**config.mk**
```make
export PLATFORM = sky130hd
export DESIGN_NAME = hazard_ctrl
export DESIGN_NICKNAME = d
export VERILOG_FILES = /design/src/rtl/hazard_ctrl.sv
export SDC_FILE = /design/constraint.sdc
export NUM_CORES = 1
export LEC_CHECK = 0
export CORE_MARGIN = 1
export CORE_UTILIZATION = 49
export DETAILED_ROUTE_END_ITERATION = 12
export PLACE_DENSITY = 0.82
export REMOVE_ABC_BUFFERS = 1
export SYNTH_ARGS = -nofsm -noshare
export SYNTH_HDL_FRONTEND = slang
export SYNTH_SLANG_ARGS = --single-unit
```
**constraint.sdc**
```tcl
create_clock -name clk -period 3.4 [get_ports clk]
set_clock_uncertainty 0.1 [all_clocks]
set_input_delay 0.68 -clock clk [delete_from_list [all_inputs] [get_ports clk]]
set_output_delay 0.68 -clock clk [all_outputs]
set_load 0.02 [all_outputs]
```
**src/rtl/hazard_ctrl.sv**
```systemverilog
// hazard_ctrl - hazard and sequencing controller for the RV32I 5-stage core.
//   Generates the PC, IF/ID, ID/EX and EX/MEM write-enables and flushes.
//   It covers three cases:
//     - load-use stalls, with LU_CYCLES bubbles per hazard;
//     - taken-branch/jump redirects resolved in EX;
//     - data-memory wait states.
//   It also keeps saturating stall and flush performance counters.
// Ports:
//   clk, reset               clock, synchronous active-high reset
//   ID_ReadRegNum1/2         rs1/rs2 of the ID instruction
//   ID_uses_rs1/2            ID instruction actually reads rs1/rs2
//   EX_cntl_MemRead          EX instruction is a load
//   EX_WriteRegNum           rd of the EX instruction
//   EX_redirect              taken branch/jump resolved in EX
//   MEM_busy                 data memory not ready, MEM holds
//   PCWrite .. EX_MEMWrite   pipeline register enables/flushes (combinational)
//   stall_cnt                cycles with PCWrite=0 (saturating)
//   flush_cnt                redirects applied (saturating)
module hazard_ctrl #(
  parameter int CNT_W     = 32,
  parameter int LU_CYCLES = 1
) (
  input  logic             clk,
  input  logic             reset,
  input  logic [4:0]       ID_ReadRegNum1,
  input  logic [4:0]       ID_ReadRegNum2,
  input  logic             ID_uses_rs1,
  input  logic             ID_uses_rs2,
  input  logic             EX_cntl_MemRead,
  input  logic [4:0]       EX_WriteRegNum,
  input  logic             EX_redirect,
  input  logic             MEM_busy,
  output logic             PCWrite,
  output logic             IF_IDWrite,
  output logic             IF_IDFlush,
  output logic             ID_EXWrite,
  output logic             ID_EXFlush,
  output logic             EX_MEMWrite,
  output logic [CNT_W-1:0] stall_cnt,
  output logic [CNT_W-1:0] flush_cnt
);

  typedef enum logic [1:0] {RUN, LU_STALL, MEM_WAIT} state_e;

  // Extra bubbles still owed after the first one of a load-use stall.
  localparam logic [1:0] LU_INIT = 2'(LU_CYCLES - 1);

  state_e           state_q, state_d;
  logic [1:0]       lu_left_q, lu_left_d;
  logic             redir_pend_q, redir_pend_d;
  logic [CNT_W-1:0] stall_cnt_q, flush_cnt_q;
  logic             lu_hit, redir_apply;

  assign lu_hit = EX_cntl_MemRead && (EX_WriteRegNum != 5'd0) &&
                  ((ID_uses_rs1 && (ID_ReadRegNum1 == EX_WriteRegNum)) ||
                   (ID_uses_rs2 && (ID_ReadRegNum2 == EX_WriteRegNum)));

  always_comb begin
    PCWrite      = 1'b1;
    IF_IDWrite   = 1'b1;
    IF_IDFlush   = 1'b0;
    ID_EXWrite   = 1'b1;
    ID_EXFlush   = 1'b0;
    EX_MEMWrite  = 1'b1;
    state_d      = state_q;
    lu_left_d    = lu_left_q;
    redir_pend_d = redir_pend_q;
    redir_apply  = 1'b0;

    if (MEM_busy) begin
      // Whole front of the pipe freezes. A redirect seen now is remembered
      // because EX holds and would otherwise be lost.
      PCWrite     = 1'b0;
      IF_IDWrite  = 1'b0;
      ID_EXWrite  = 1'b0;
      EX_MEMWrite = 1'b0;
      state_d     = MEM_WAIT;
      if (EX_redirect) redir_pend_d = 1'b1;
    end else if (EX_redirect || redir_pend_q) begin
      IF_IDFlush   = 1'b1;
      ID_EXFlush   = 1'b1;
      redir_apply  = 1'b1;
      lu_left_d    = 2'd0;
      redir_pend_d = 1'b0;
      state_d      = RUN;
    end else if (state_q == MEM_WAIT) begin
      // Exit cycle of a memory wait: everything advances.
      state_d = RUN;
    end else if (state_q == LU_STALL) begin
      PCWrite    = 1'b0;
      IF_IDWrite = 1'b0;
      ID_EXFlush = 1'b1;
      lu_left_d  = 2'(lu_left_q - 2'd1);
      state_d    = (lu_left_q == 2'd1) ? RUN : LU_STALL;
    end else if (lu_hit) begin
      PCWrite    = 1'b0;
      IF_IDWrite = 1'b0;
      ID_EXFlush = 1'b1;
      lu_left_d  = LU_INIT;
      state_d    = (LU_INIT != 2'd0) ? LU_STALL : RUN;
    end
  end

  always_ff @(posedge clk) begin
    if (reset) begin
      state_q      <= RUN;
      lu_left_q    <= 2'd0;
      redir_pend_q <= 1'b0;
      stall_cnt_q  <= '0;
      flush_cnt_q  <= '0;
    end else begin
      state_q      <= state_d;
      lu_left_q    <= lu_left_d;
      redir_pend_q <= redir_pend_d;
      if (!PCWrite && !(&stall_cnt_q)) stall_cnt_q <= stall_cnt_q + 1'b1;
      if (redir_apply && !(&flush_cnt_q)) flush_cnt_q <= flush_cnt_q + 1'b1;
    end
  end

  assign stall_cnt = stall_cnt_q;
  assign flush_cnt = flush_cnt_q;

endmodule
```
==> reports/metrics.cfg <==
[outcome]
status=finished, final reports clean

[placed_design]
hpwl_um=6420
port_buffers=91
dp_slack_ps=-207
dp_cells=609
place_congestion=0.899

[power_and_ir_drop]
power_frac_clock_pct=40.9
p_sw_w=0.000384
power.density_nw_per_um2=338
pwr-share-comb_pct=8.4
ir_worst_vdd_mv=0.255
power.total_w=0.00162
swShare_pct=23.7
leakage_nw=1.71
cellInternalPower_w=0.00123
seqPwrFrac_pct=50.7

[logic_synthesis]
async_reset_ff_share_pct=0
synth_edf_count=0
synthDistinctLibCells=42
syn_area_per_cell_um2=8.32
synth_area_leaders=dfxtp_1 39%, nor2_1 6.4%, xor2_1 5.4%
yosysWarningCount=0
netlist_top_cells_count=69 x dfxtp_1, 61 x nor2_1, 27 x nand2_1
yosys.area.top_type_share_pct=38.8
synth_area_um2=3560
postSynthCellCount=428
synth_area_leader_cell=dfxtp_1
yosysMostFrequentCell=dfxtp_1
ys_seq_area_share_pct=38.8
synthFlopType=dfxtp_1
synth-seq-cells=69

[route]
firstDrtPassIters=4
wl_per_cell_um=14.2
drtIter0Drc=157
final_antenna_net_count=0
via_per_inst=5.59
vias=3493
drc=0
drt-total-wl_um=8850

[finish]
diodes=0
areaGrowthSynthToFinish_pct=34.4
drive_above_1_share_pct=10.8
fin_nets=549
fin_cells=625
post-route-util_pct=69.3
fillers=600

[global_routing]
antenna_found_initial=0
grtUsageTotal_pct=22.8
overflow=0
grt_pass1_wl_um=13700
grt_max_degree=38
grt_pass1_vias=3119

[floorplanning]
pin_count=92
initial_utilization_pct=51.6
rows=30
fp.dieH_um=87.2
die-width_um=87.2
core_um2=6910
dieArea_um2=7610

[setup_path]
worst-path-max-fanout=6
start_kind=input pin
crit_required_ps=2620
critPathArrivalTime_ps=2520
critPathKind=in -> out
end_kind=output pin

[sta]
worst_slack_ps=102
rsz0062_at_grt=no
max_slew_margin_pct=57.7
holdWs_ps=377
finalCritPeriodShare_pct=97.0
slew_violations=0
hold_viol_final=0
period_needed_ps=3300
timing.fmax_ghz=0.303
setup_viol=0
worst_pin_slew_ps=629

[clock_tree]
clk_pin_slew_ps=70
cts.sinks=69
cts_hold_buf=0
tritoncts=yes
cts_root_buffer=clkbuf_8
cts_max_level=3
cts_buffers=9
clk_path_buf_depth=2
clock_latency_ps=340

[flow_run]
max_cap_violations=0

[worst_hold_path]
hold_path.class=reg -> reg

per-stage QoR:
step / setup TNS, ps / instance area, um2
2_1_floorplan: 0 / 3470
3_3_place_gp: -587 / 4600
3_5_place_dp: -578 / 4600
4_1_cts: 0 / 4790
5_1_grt: 0 / 4790
6_report: 0 / 4790
power groups by stage:
stage / Sequential [W] / Clock (W) / Combinational, W
after detailed placement: 0.000839 / 0 / 0.000136
after global routing: 0.000820 / 0.000706 / 0.000147
after global placement: 0.000838 / 0 / 0.000133
final: 0.000820 / 0.000662 / 0.000135
after CTS: 0.000820 / 0.000671 / 0.000136
after floorplan: 0.000843 / 0 / 0.0000508
layout by cell type, fill, tap and decap left out, types with 4 or more instances in the layout:
master,netlist,final
a21oi_1,22,22
and2_1,4,4
and3_1,16,16
and4_1,9,9
buf_4,2,14
clkbuf_8,0,10
clkdlybuf4s50_1,0,87
dfxtp_1,69,69
inv_1,5,5
mux2_2,15,15
nand2_1,27,27
nand3_1,26,26
nand4_1,26,26
nor2_1,61,61
nor2b_1,17,17
nor3_1,9,9
nor4_1,7,7
o21ai_0,11,10
or3_1,8,8
or4_1,6,6
xnor2_1,20,20
xor2_1,22,22
registers in the layout (all words and copies together) (netlist names):
| name | cells |
|---|---|
| flush_cnt | 32 |
| lu_left_q | 2 |
| redir_pend_q | 1 |
| stall_cnt | 32 |
| state_q | 2 |
cell families after synthesis:
group                      share of synthesized area [%]
buffers and inverters                               3.13
DFF                                                 38.8
adders and majority gates                           1.05
AOI/OAI and AO/OA                                   6.82
and+or+nand+nor                                     34.4
muxes                                               5.45
xor gates and xnor gates                            10.3
worst max-delay path, cell delays in order:
cell and delay (ps):
clkdlybuf4s50_1 480, or4_1 570, o21ai_1 130, inv_1 80, nand4_2 100, and2_4 180, clkdlybuf4s15_1 300
worst paths after layout:
path	from	end	slack, ps	cells after the start
max reg2reg	stall_cnt[0]	stall_cnt[30]	880	6
max	EX_WriteRegNum[1]	PCWrite	100	7
min	lu_left_q[1]	lu_left_q[1]	380	2
min reg2reg	lu_left_q[1]	lu_left_q[1]	380	2
cell type report:
cell class / instances / area [um2] / area share (%)
Clock inverter: 4 / 47.5 / 0.993
Inverter: 5 / 18.8 / 0.392
Sequential cell: 69 / 1380 / 28.9
Timing Repair Buffer: 105 / 1010 / 21.0
Multi-Input combinational cell: 334 / 2070 / 43.2
Tap cell: 96 / 120 / 2.51
Clock buffer: 12 / 145 / 3.03
what timing repair did:
item / in CTS / in global routing
pin swaps: 0 / 0
gates resized for setup: 3 / 5
setup endpoints to repair: 3 / 3
buffers inserted: 0 / 0
per-layer routing:
layer / up-vias / share of wire, % / global-route usage (%)
met4: 0 / 1.7 / 10.7
met2: 106 / 49 / 39.1
li1: 1703 / - / -
met1: 1670 / 44 / 27.6
met3: 14 / 5.6 / 4.17
met5: - / 0 / 0
Note: power is estimated with default switching activity, not from simulation.
